## src/rtl/tnew_pipe_if.sv

```systemverilog
// tnew_pipe_if: decode-side inputs and per-stage outputs of the D->E->M->W
// Tnew pipeline, bundled for the pipeline block and the hazard controller.
//   master : drives stall and the *_D fields, observes the E/M/W fields
//   slave  : the pipeline itself (consumes *_D, produces E/M/W)
interface tnew_pipe_if #(
  parameter int DW     = 32,
  parameter int TNEW_W = 4
);
  logic              stall;
  logic [DW-1:0]     instr_D;
  logic [DW-1:0]     pc_D;
  logic [TNEW_W-1:0] tnew_D;
  logic [4:0]        writereg_D;

  logic [DW-1:0]     instr_E, instr_M, instr_W;
  logic [DW-1:0]     pc_E, pc_M, pc_W;
  logic [TNEW_W-1:0] tnew_E, tnew_M, tnew_W;
  logic [4:0]        writereg_E, writereg_M, writereg_W;
  logic              valid_E, valid_M, valid_W;

  modport master (
    output stall, instr_D, pc_D, tnew_D, writereg_D,
    input  instr_E, instr_M, instr_W, pc_E, pc_M, pc_W,
           tnew_E, tnew_M, tnew_W, writereg_E, writereg_M, writereg_W,
           valid_E, valid_M, valid_W
  );

  modport slave (
    input  stall, instr_D, pc_D, tnew_D, writereg_D,
    output instr_E, instr_M, instr_W, pc_E, pc_M, pc_W,
           tnew_E, tnew_M, tnew_W, writereg_E, writereg_M, writereg_W,
           valid_E, valid_M, valid_W
  );
endinterface

```

## src/rtl/tnew_pipe.sv

```systemverilog
// tnew_pipe: pipeline register chain for the D->E, E->M and M->W boundaries.
// Carries instr, pc, destination register and Tnew forward every cycle,
// decrements Tnew (saturating at 0) per stage, and loads a bubble into E
// while decode is stalled.
// Ports:
//   clk   : rising-edge clock
//   reset : synchronous active-high reset, clears all stages
//   pipe  : tnew_pipe_if.slave (stall + D inputs in, E/M/W fields out)
module tnew_pipe #(
  parameter int TNEW_W = 4,
  parameter int DW     = 32
) (
  input  logic             clk,
  input  logic             reset,
  tnew_pipe_if.slave       pipe
);

  typedef struct packed {
    logic              valid;
    logic [DW-1:0]     instr;
    logic [DW-1:0]     pc;
    logic [TNEW_W-1:0] tnew;
    logic [4:0]        writereg;
  } stage_t;

  stage_t e_d, e_q;
  stage_t m_d, m_q;
  stage_t w_d, w_q;

  // Saturating decrement: a finished result stays at 0, never wraps.
  function automatic logic [TNEW_W-1:0] tnew_dec(input logic [TNEW_W-1:0] t);
    logic [TNEW_W-1:0] r;
    if (t == {TNEW_W{1'b0}}) begin
      r = {TNEW_W{1'b0}};
    end else begin
      r = t - {{(TNEW_W-1){1'b0}}, 1'b1};
    end
    return r;
  endfunction

  // E next-state: bubble on stall, otherwise capture decode; $0 writes never carry Tnew.
  always_comb begin
    e_d = '0;
    if (pipe.stall) begin
      e_d = '0;
    end else begin
      e_d.valid    = 1'b1;
      e_d.instr    = pipe.instr_D;
      e_d.pc       = pipe.pc_D;
      e_d.writereg = pipe.writereg_D;
      if (pipe.writereg_D == 5'd0) begin
        e_d.tnew = {TNEW_W{1'b0}};
      end else begin
        e_d.tnew = pipe.tnew_D;
      end
    end
  end

  // M and W next-state: plain shift with Tnew decremented, independent of stall.
  always_comb begin
    m_d      = e_q;
    m_d.tnew = tnew_dec(e_q.tnew);
    w_d      = m_q;
    w_d.tnew = tnew_dec(m_q.tnew);
  end

  // Stage registers; reset wins over stall and shift and flushes everything in flight.
  always_ff @(posedge clk) begin
    if (reset) begin
      e_q <= '0;
      m_q <= '0;
      w_q <= '0;
    end else begin
      e_q <= e_d;
      m_q <= m_d;
      w_q <= w_d;
    end
  end

  assign pipe.instr_E    = e_q.instr;
  assign pipe.pc_E       = e_q.pc;
  assign pipe.tnew_E     = e_q.tnew;
  assign pipe.writereg_E = e_q.writereg;
  assign pipe.valid_E    = e_q.valid;

  assign pipe.instr_M    = m_q.instr;
  assign pipe.pc_M       = m_q.pc;
  assign pipe.tnew_M     = m_q.tnew;
  assign pipe.writereg_M = m_q.writereg;
  assign pipe.valid_M    = m_q.valid;

  assign pipe.instr_W    = w_q.instr;
  assign pipe.pc_W       = w_q.pc;
  assign pipe.tnew_W     = w_q.tnew;
  assign pipe.writereg_W = w_q.writereg;
  assign pipe.valid_W    = w_q.valid;

endmodule

```

## src/flat_wrapper.sv

```systemverilog
// flat-port wrapper written by rule: the top's interface ports become plain ports
module tnew_pipe_flat 
#(
  parameter int TNEW_W = 4,
  parameter int DW     = 32
)
  (clk, reset, pipe_stall, pipe_instr_D, pipe_pc_D, pipe_tnew_D, pipe_writereg_D, pipe_instr_E, pipe_instr_M, pipe_instr_W, pipe_pc_E, pipe_pc_M, pipe_pc_W, pipe_tnew_E, pipe_tnew_M, pipe_tnew_W, pipe_writereg_E, pipe_writereg_M, pipe_writereg_W, pipe_valid_E, pipe_valid_M, pipe_valid_W);
  tnew_pipe_if #(.DW(DW), .TNEW_W(TNEW_W)) pipe_i ();
  input  logic clk;
  input  logic reset;
  input wire logic [$bits(pipe_i.stall)-1:0] pipe_stall;
  input wire logic [$bits(pipe_i.instr_D)-1:0] pipe_instr_D;
  input wire logic [$bits(pipe_i.pc_D)-1:0] pipe_pc_D;
  input wire logic [$bits(pipe_i.tnew_D)-1:0] pipe_tnew_D;
  input wire logic [$bits(pipe_i.writereg_D)-1:0] pipe_writereg_D;
  output wire logic [$bits(pipe_i.instr_E)-1:0] pipe_instr_E;
  output wire logic [$bits(pipe_i.instr_M)-1:0] pipe_instr_M;
  output wire logic [$bits(pipe_i.instr_W)-1:0] pipe_instr_W;
  output wire logic [$bits(pipe_i.pc_E)-1:0] pipe_pc_E;
  output wire logic [$bits(pipe_i.pc_M)-1:0] pipe_pc_M;
  output wire logic [$bits(pipe_i.pc_W)-1:0] pipe_pc_W;
  output wire logic [$bits(pipe_i.tnew_E)-1:0] pipe_tnew_E;
  output wire logic [$bits(pipe_i.tnew_M)-1:0] pipe_tnew_M;
  output wire logic [$bits(pipe_i.tnew_W)-1:0] pipe_tnew_W;
  output wire logic [$bits(pipe_i.writereg_E)-1:0] pipe_writereg_E;
  output wire logic [$bits(pipe_i.writereg_M)-1:0] pipe_writereg_M;
  output wire logic [$bits(pipe_i.writereg_W)-1:0] pipe_writereg_W;
  output wire logic [$bits(pipe_i.valid_E)-1:0] pipe_valid_E;
  output wire logic [$bits(pipe_i.valid_M)-1:0] pipe_valid_M;
  output wire logic [$bits(pipe_i.valid_W)-1:0] pipe_valid_W;
  assign pipe_i.stall = pipe_stall;
  assign pipe_i.instr_D = pipe_instr_D;
  assign pipe_i.pc_D = pipe_pc_D;
  assign pipe_i.tnew_D = pipe_tnew_D;
  assign pipe_i.writereg_D = pipe_writereg_D;
  assign pipe_instr_E = pipe_i.instr_E;
  assign pipe_instr_M = pipe_i.instr_M;
  assign pipe_instr_W = pipe_i.instr_W;
  assign pipe_pc_E = pipe_i.pc_E;
  assign pipe_pc_M = pipe_i.pc_M;
  assign pipe_pc_W = pipe_i.pc_W;
  assign pipe_tnew_E = pipe_i.tnew_E;
  assign pipe_tnew_M = pipe_i.tnew_M;
  assign pipe_tnew_W = pipe_i.tnew_W;
  assign pipe_writereg_E = pipe_i.writereg_E;
  assign pipe_writereg_M = pipe_i.writereg_M;
  assign pipe_writereg_W = pipe_i.writereg_W;
  assign pipe_valid_E = pipe_i.valid_E;
  assign pipe_valid_M = pipe_i.valid_M;
  assign pipe_valid_W = pipe_i.valid_W;
  tnew_pipe #(.TNEW_W(TNEW_W), .DW(DW)) u_core (.clk(clk), .reset(reset), .pipe(pipe_i));
endmodule
```

## config.mk

```make
export PLATFORM = sky130hd
export DESIGN_NAME = tnew_pipe_flat
export DESIGN_NICKNAME = d
export VERILOG_FILES = /design/src/rtl/tnew_pipe_if.sv /design/src/rtl/tnew_pipe.sv /design/src/flat_wrapper.sv
export SDC_FILE = /design/constraint.sdc
export NUM_CORES = 1
export LEC_CHECK = 0
export CAP_MARGIN = 20
export CELL_PAD_IN_SITES_DETAIL_PLACEMENT = 0
export CELL_PAD_IN_SITES_GLOBAL_PLACEMENT = 1
export CORE_ASPECT_RATIO = 1.2
export CORE_MARGIN = 5
export CORE_UTILIZATION = 27
export CTS_CLUSTER_SIZE = 16
export DETAILED_ROUTE_END_ITERATION = 16
export PLACE_DENSITY = 0.82
export RECOVER_POWER = 100
export SYNTH_ARGS = -nofsm -noshare
export SYNTH_HDL_FRONTEND = slang
export SYNTH_SLANG_ARGS = --single-unit
```

## constraint.sdc

```tcl
create_clock -name clk -period 1.2 [get_ports clk]
set_input_delay 0.36 -clock clk [delete_from_list [all_inputs] [get_ports clk]]
set_output_delay 0.36 -clock clk [all_outputs]
set_load 0.005 [all_outputs]
```

==> results of run 1 <==
[power groups by stage]
stage / Combinational [W] / Clock (W) / Sequential [W]
after floorplan: 0.000279 / 0 / 0.00787
after global placement: 0.00116 / 0 / 0.00784
after detailed placement: 0.00117 / 0 / 0.00785
after CTS: 0.00110 / 0.00724 / 0.00773
after global routing: 0.00120 / 0.00755 / 0.00778
final: 0.00111 / 0.00700 / 0.00775
[cell usage in the layout, fill, tap and decap left out, types with 2 or more instances in the layout]
cell type / netlist / routed
buf_6: 0 / 152
o311a_2: 4 / 4
clkbuf_8: 0 / 5
clkinv_2: 0 / 6
dfxtp_2: 0 / 170
buf_12: 0 / 2
nand3b_1: 2 / 2
clkbuf_16: 0 / 23
inv_1: 4 / 3
and2_1: 68 / 68
clkdlybuf4s50_1: 0 / 74
a211oi_1: 2 / 2
a21oi_1: 2 / 2
buf_4: 2 / 27
clkbuf_1: 4 / 5
clkbuf_4: 0 / 2
mux2_2: 2 / 2
bufinv_16: 0 / 2
buf_2: 13 / 70
nor2b_1: 142 / 142
nor3_1: 6 / 5
dfxtp_1: 222 / 51
nand2b_1: 2 / 2
[metal layers]
metal,track usage,up-vias,share of wire
met3,0.0415,44,0.086
li1,-,2156,-
met5,0,-,0.00077
met4,0.0622,2,0.046
met1,0.119,1972,0.33
met2,0.236,166,0.54
[synthesized netlist by cell type, types with 4 or more instances]
cell,number,share of area
buf_2,13,0.011
clkbuf_2,5,0.0041
dfxtp_1,222,0.73
nor3_1,6,0.0049
nor2b_1,142,0.15
inv_1,4,0.0025
o311a_2,4,0.0074
clkbuf_1,4,0.0025
and2_1,68,0.070
[registers in the layout, indices dropped and copies added (netlist names), 32 cells and up]
signal,count
u_core.pipe.pc_E,32
u_core.pipe.pc_M,32
u_core.pipe.pc_W,32
u_core.pipe.instr_W,32
u_core.pipe.instr_M,32
u_core.pipe.instr_E,32
[stage by stage]
step                      worst slack (ns)  total power [W]  area, um2  std cells  TNS [ns]
after CTS                           -0.168           0.0161      10100       1109    -23.45
after global routing                -0.172           0.0165      10400       1113    -27.25
after floorplan                     0.0171          0.00815       6100        487         0
final                               -0.124           0.0159      10400       1113    -16.96
after detailed placement            -0.463          0.00902       9580       1065    -18.54
after global placement              -0.455          0.00900       9580       1065    -17.78
[cells by family (layout without fill, tap and decap cells)]
logic type,count (synthesis),count (layout)
mux,2,2
buf+inv,28,375
fa+ha+maj,2,2
compound gates,8,8
flops,222,222
simple gates,225,225
[cell type report]
type	instances	area, um2
Fill cell	2042	12000
Sequential cell	222	4660
Timing Repair Buffer	332	3080
Multi-Input combinational cell	237	1550
Clock buffer	29	648
Tap cell	279	349
Clock inverter	10	106
Inverter	4	15.0
[path summary, 6_finish.rpt]
kind / to
hold / removal: u_core.pipe.valid_E$_SDFF_PP0_
hold reg to reg: u_core.pipe.pc_W[29]$_SDFF_PP0_
setup reg to reg: u_core.pipe.tnew_M[3]$_SDFF_PP0_
setup / recovery: pipe_tnew_E[0]
[repair_timing]
item,4_1_cts,5_1_grt
setup endpoints to repair,223,226
gates resized for setup,1133,91
buffers inserted,5,4
==> implementation parameters, run 1 <==
Parameter                              Value

Status
  Result of the run ... complete, but fails checks
  Violated checks ... negative setup slack

STA
  Final Worst Setup Slack ... -0.124 ns
  Portion of the clock cycle consumed by the worst path in the final layout ... 1.10
  Tightest slew margin relative to the limit ... 0.578
  Worst hold margin ... 0.347 ns
  Setup repair after global routing missed its margin ... yes
  Fin crit period ... 1.32 ns
  Highest clock frequency the design can meet ... 755 MHz
  Final count of negative-setup-slack endpoints ... 222
  Final count of pins violating max slew ... 0
  Number of hold violations in the final report ... 0
  Transition time of the tightest slew-check pin ... 0.633 ns
  Worst-case clock skew ... 0.00855 ns

Synthesis
  Part of the Yosys area used for sequential elements ... 0.728
  Async SR Flop Fraction ... 0
  Syn Inst Count ... 487
  Synth Area in Simple Gates ... 0.230
  Adder-cell share of the synthesized area ... 0.00410
  Number of register bits inferred by synthesis ... 222
  Mapped Nets ... 565
  Number of unique standard cell types used by synthesis ... 20
  Compound-cell area share of the yosys netlist ... 0.0115
  Parity-gate share of the synthesized area counting xor and xnor cells ... 0
  Avg Inst Size Synth ... 12.5 um2
  Yosys warning total ... 0
  Primary FF master, synth ... dfxtp_1
  Multiplexer area fraction after synthesis ... 0.00369
  Dominant combinational cell family by area after synthesis ... simple AND/OR/NAND/NOR gates
  Cell area after synthesis ... 6100 um2
  Number of enable flip-flop cells after synthesis ... 0

Worst setup path
  Setup slack, reg-to-reg ... 0.03 ns
  Cell-by-cell trace of the critical path ... buf_6
  Master of the slowest instance on the critical path ... dfxtp_4
  Arrival time reported for the critical path endpoint ... 0.96 ns
  Number of cells on the critical path ... 1
  Launching element of the worst setup path ... u_core.pipe.tnew_E[0]$_SDFF_PP0_
  Critical Path Sink Type ... output pin
  Worst endpoint required time ... 0.84 ns
  Crit path max-delay family ... flip-flops
  RR Startpoint ... u_core.pipe.tnew_E[0]$_SDFF_PP0_
  Worst R2R Path Depth ... 3
  Crit-path max FO ... 2
  Type of element launching the critical path ... flop
  Worst setup path category ... flop to output pin
  Largest stage delay on the critical path ... 0.35 ns
  Buffers & Inverters on Critical Path ... 1

GRT
  Largest net degree at the start of global routing ... 42
  Via count of the first global-routing pass ... 4486
  Antenna violations before repair ... 1
  GRT Util Overall ... 0.125
  First-pass GRT wire length ... 25100 um
  GR Overflow Total ... 0

Pwr
  Switching share of power ... 0.206
  Net Sw Power ... 0.00327 W
  Internal Dissipation ... 0.0126 W
  Max rail drop VDD ... 1.16 mV
  Power share of the combinational group ... 0.070
  Power per unit of standard cell area ... 1520 nW/um2
  Seq pwr share ... 0.489
  Fraction of power consumed by the clock network ... 0.441
  Leakage power figure ... 4.63 nW

Routing
  Detail Route Antenna Nets ... 0
  Iter 0 DRT Violations ... 98
  Via total after detailed routing ... 4340
  Post-route DRC violation count ... 0
  Routed WL per cell ... 15.1 um
  DRT Pass-1 Iters ... 4
  DRT Wirelength ... 16800 um
  Vias per Instance ... 3.90

Min path
  Hold_sp ... reset
  Hold/Removal Path Class ... input port to flop
  Worst hold path depth ... 3

CTS
  CTS root buffer ... clkbuf_16
  Number of buffers between clock root and the deepest sink ... 3
  Number of buffers created by CTS ... 23
  Number of buffers added to fix hold violations after cts ... 0
  Sink Count ... 222
  Clock latency on the worst-skew pair ... 0.49 ns
  Clock tree from TritonCTS ... yes
  Maximum level of the CTS H-tree ... 1
  Clk pin slew, worst setup/hold paths ... 0.06 ns

Place
  Count of input and output buffers ... 297
  HPWL after detailed placement ... 12800 um
  Final GP Congestion ... 0.743

Flow run
  Max-cap check violation count ... 0

Die
  Die Wd ... 147 um
  Number of placement rows ... 60
  DIE AREA ... 25700 um2
  Die height ... 175 um
  Initial standard-cell utilization of the core ... 0.273
  I/O pin cnt ... 298
  Core box area ... 22400 um2

Final layout
  Area grow syn2layout ... 70.6%
  Ratio of cells with drive above 1 in the final layout ... 0.571
  Layout net count ... 898
  Core occupancy in the finished layout ... 0.465
  Number of antenna diodes ... 0
No activity file was read; power rests on OpenSTA's default activity.
==> run 2, diff against run 1 <==
- GPL_ROUTABILITY_DRIVEN: unset -> 0
==> results of run 2 <==
No change in the layout: final DEF, timing and power equal those of run 1.
==> edit: new RTL, config.mk and constraints of run 2 <==
`DW` is set to 32 in 3 places; all go to 64.
--- a/src/rtl/tnew_pipe_if.sv
+++ b/src/rtl/tnew_pipe_if.sv
@@ -4,5 +4,5 @@
 //   slave  : the pipeline itself (consumes *_D, produces E/M/W)
 interface tnew_pipe_if #(
-  parameter int DW     = 32,
+  parameter int DW     = 64,
   parameter int TNEW_W = 4
 );
--- a/src/rtl/tnew_pipe.sv
+++ b/src/rtl/tnew_pipe.sv
@@ -9,5 +9,5 @@
 module tnew_pipe #(
   parameter int TNEW_W = 4,
-  parameter int DW     = 32
+  parameter int DW     = 64
 ) (
   input  logic             clk,
--- a/src/flat_wrapper.sv
+++ b/src/flat_wrapper.sv
@@ -3,5 +3,5 @@
 #(
   parameter int TNEW_W = 4,
-  parameter int DW     = 32
+  parameter int DW     = 64
 )
   (clk, reset, pipe_stall, pipe_instr_D, pipe_pc_D, pipe_tnew_D, pipe_writereg_D, pipe_instr_E, pipe_instr_M, pipe_instr_W, pipe_pc_E, pipe_pc_M, pipe_pc_W, pipe_tnew_E, pipe_tnew_M, pipe_tnew_W, pipe_writereg_E, pipe_writereg_M, pipe_writereg_W, pipe_valid_E, pipe_valid_M, pipe_valid_W);
Interface: changed (8 resized); port bits go from 298 to 554. No check against the original RTL was run, so the function may have changed too.
==> edit against run 2 <==
- the run still ends with negative setup slack left
- largest cell class unchanged
- total power increased by 89%
- sequential share of layout area decreased by 0.34 points
- clock skew increased by 0.0041 ns
- worst setup slack got worse by 0.052 ns
- sequential power increased by 86%
- worst hold slack got worse by 0.12 ns
- sequential cell count increased by 192
- critical path type unchanged
- design area increased by 85%
- fmax decreased by 3.8%
- clock power increased by 94%
- routed wire length increased by 120%
- critical endpoint is now pipe_instr_E[31]
- synthesized area increased by 85%
==> edit: results (changes against run 2) <==
* Async SR Flop Fraction at 0% (unchanged)
* Syn nets at 1035 (+83%)
* Violated checks: negative setup slack
* Port bufs at 553 (+86%)
* DR pass1 iterations at 4 (unchanged)
* Share of layout cells above drive strength 1 at 49.2% (-7.8 points)
* Gr usage total at 14.7% (+2.2 points)
* Static leakage at 8.60 nW (+86%)
* Placed Cells incl. Taps at 1995 (+87%)
* Initial drt markers at 191 (+95%)
* Detailed-route wire length at 36500 um (+120%)
* Top area cells in the synthesized netlist: dfxtp_1 73%, nor2b_1 15%, and2_1 7.3%
* Final setup TNS at -54.17 ns (-37.20 ns)
* Top post-synthesis cells by count: 414 x dfxtp_1, 270 x nor2b_1, 132 x and2_1, 25 x buf_2, 12 x buf_4
* IR drop worst, VDD at 1.14 mV (-1.5%)
* Avg Cell Area, Syn at 12.7 um^2 (+1.1%)
* Headroom to the max-slew limit at 62.2% (+4.4 points)
* Placed wire-length estimate at 27500 um (+120%)
* Register area share after synthesis at 73.3% (+0.45 points)
* Post-synth cell types at 22 (+10%)
* Final net count at 1661 (+85%)
* Worst Skew at 0.0127 ns (+0.00412 ns)
* Via density at 3.91 (+0.28%)
* Yosys warning count at 0 (unchanged)
* Root cell of the clock tree: clkbuf_16
* Largest net degree at the start of global routing at 73 (+74%)
* Reg clk slew, reported paths at 0.06 ns (about the same)
* CP arrival at 1.02 ns (+0.06 ns)
* Antenna violations before repair at 6 (+5)
* Final setup fails at 414 (+86%)
* Crit-path leading delay family: flip-flops
* Post-placement setup slack at -0.462 ns (+0.000472 ns)
* CTS Buf Count at 42 (+83%)
* Delay of the slowest critical-path stage at 0.36 ns
* Vias in the first global route at 8352 (+86%)
* Fill cell count at 3862 (+89%)
* First-pass GRT wire length at 51600 um (+110%)
* Cell Area, Placed at 17700 um^2 (+85%)
* Final WS setup at -0.176 ns (-0.0523 ns)
* Depth of the CTS H-tree at 2 (+1)
* Clk buf depth at 3 (unchanged)
* Status: complete, but fails checks
* Vias at 8208 (+89%)
* Slowest-stage cell, CP: dfxtp_4
* Clk_lat worst skew at 0.54 ns (+0.05 ns)
* Worst hold path class: in2reg
* Remaining antenna violation count at 0 (unchanged)
* Max FO, Critical Path at 2 (unchanged)
edit: changes by cell type after synthesis:
cell      delta
o311a_2      -4
nor2b_1    +128
and2_1      +64
o311a_1      +4
clkbuf_2     -4
nor2_4       +1
dfxtp_1    +192
nor2_1       -1
buf_2       +12
buf_6        +4
buf_4       +10
edit: area by class of cell:
type / count / area [um^2] / share of cell area, %
clock buffers: 60 / 1260 / 6.56
clock inverters: 17 / 204 / 1.06
inverters: 4 / 15.0 / 0.0780
repair buffers: 628 / 5780 / 30.0
well taps: 546 / 683 / 3.55
diodes: 1 / 2.50 / 0.0130
multi-input cells: 429 / 2760 / 14.3
flip-flops and latches: 414 / 8560 / 44.4
edit: worst paths after layout:
path | start | end | slack, ns | cells past startpoint
max | u_core.pipe.instr_E[31]$_SDFF_PP0_ | pipe_instr_E[31] | -0.18 | 1
min | reset | u_core.pipe.pc_W[49]$_SDFF_PP0_ | 0.23 | 3
max reg2reg | u_core.pipe.tnew_E[2]$_SDFF_PP0_ | u_core.pipe.tnew_M[3]$_SDFF_PP0_ | 0.03 | 4
min reg2reg | u_core.pipe.instr_M[1]$_SDFF_PP0_ | u_core.pipe.instr_W[1]$_SDFF_PP0_ | 0.46 | 1
edit: cells by family (layout without fill, tap and decap cells):
family                   after synthesis  count (layout)  share of synthesized area, %
buffers and inverters                 50             709                          2.61
AO/OA/AOI/OAI                          8               8                         0.575
adder cells (fa/ha/maj)                2               2                         0.221
other                                  0               1                             0
AND/OR/NAND/NOR                      417             417                          23.1
flip-flops                           414             414                          73.3
multiplexers                           2               2                         0.199
edit: power by group:
part	leakage [nW]	switching, mW	internal [mW]
registers	3.46	0.247	14.2
clock network	0.717	5.34	8.22
logic	4.42	0.700	1.34
edit: per-layer routing:
layer	up-vias	GRT usage [%]	wire length, um	part of all wire [%]
li1	3984	-	-	-
met1	3807	16.0	13400	37
met2	346	25.5	18600	51
met3	69	6.09	3380	9.2
met4	2	5.53	1160	3.2
met5	-	0	12	0.033
edit: repair_timing:
| item | in CTS | in global routing |
|---|---|---|
| gates resized for setup | 2140 | 137 |
| setup buffers | 23 | 6 |
| pin swaps | 0 | 2 |
| setup endpoints to repair | 414 | 421 |
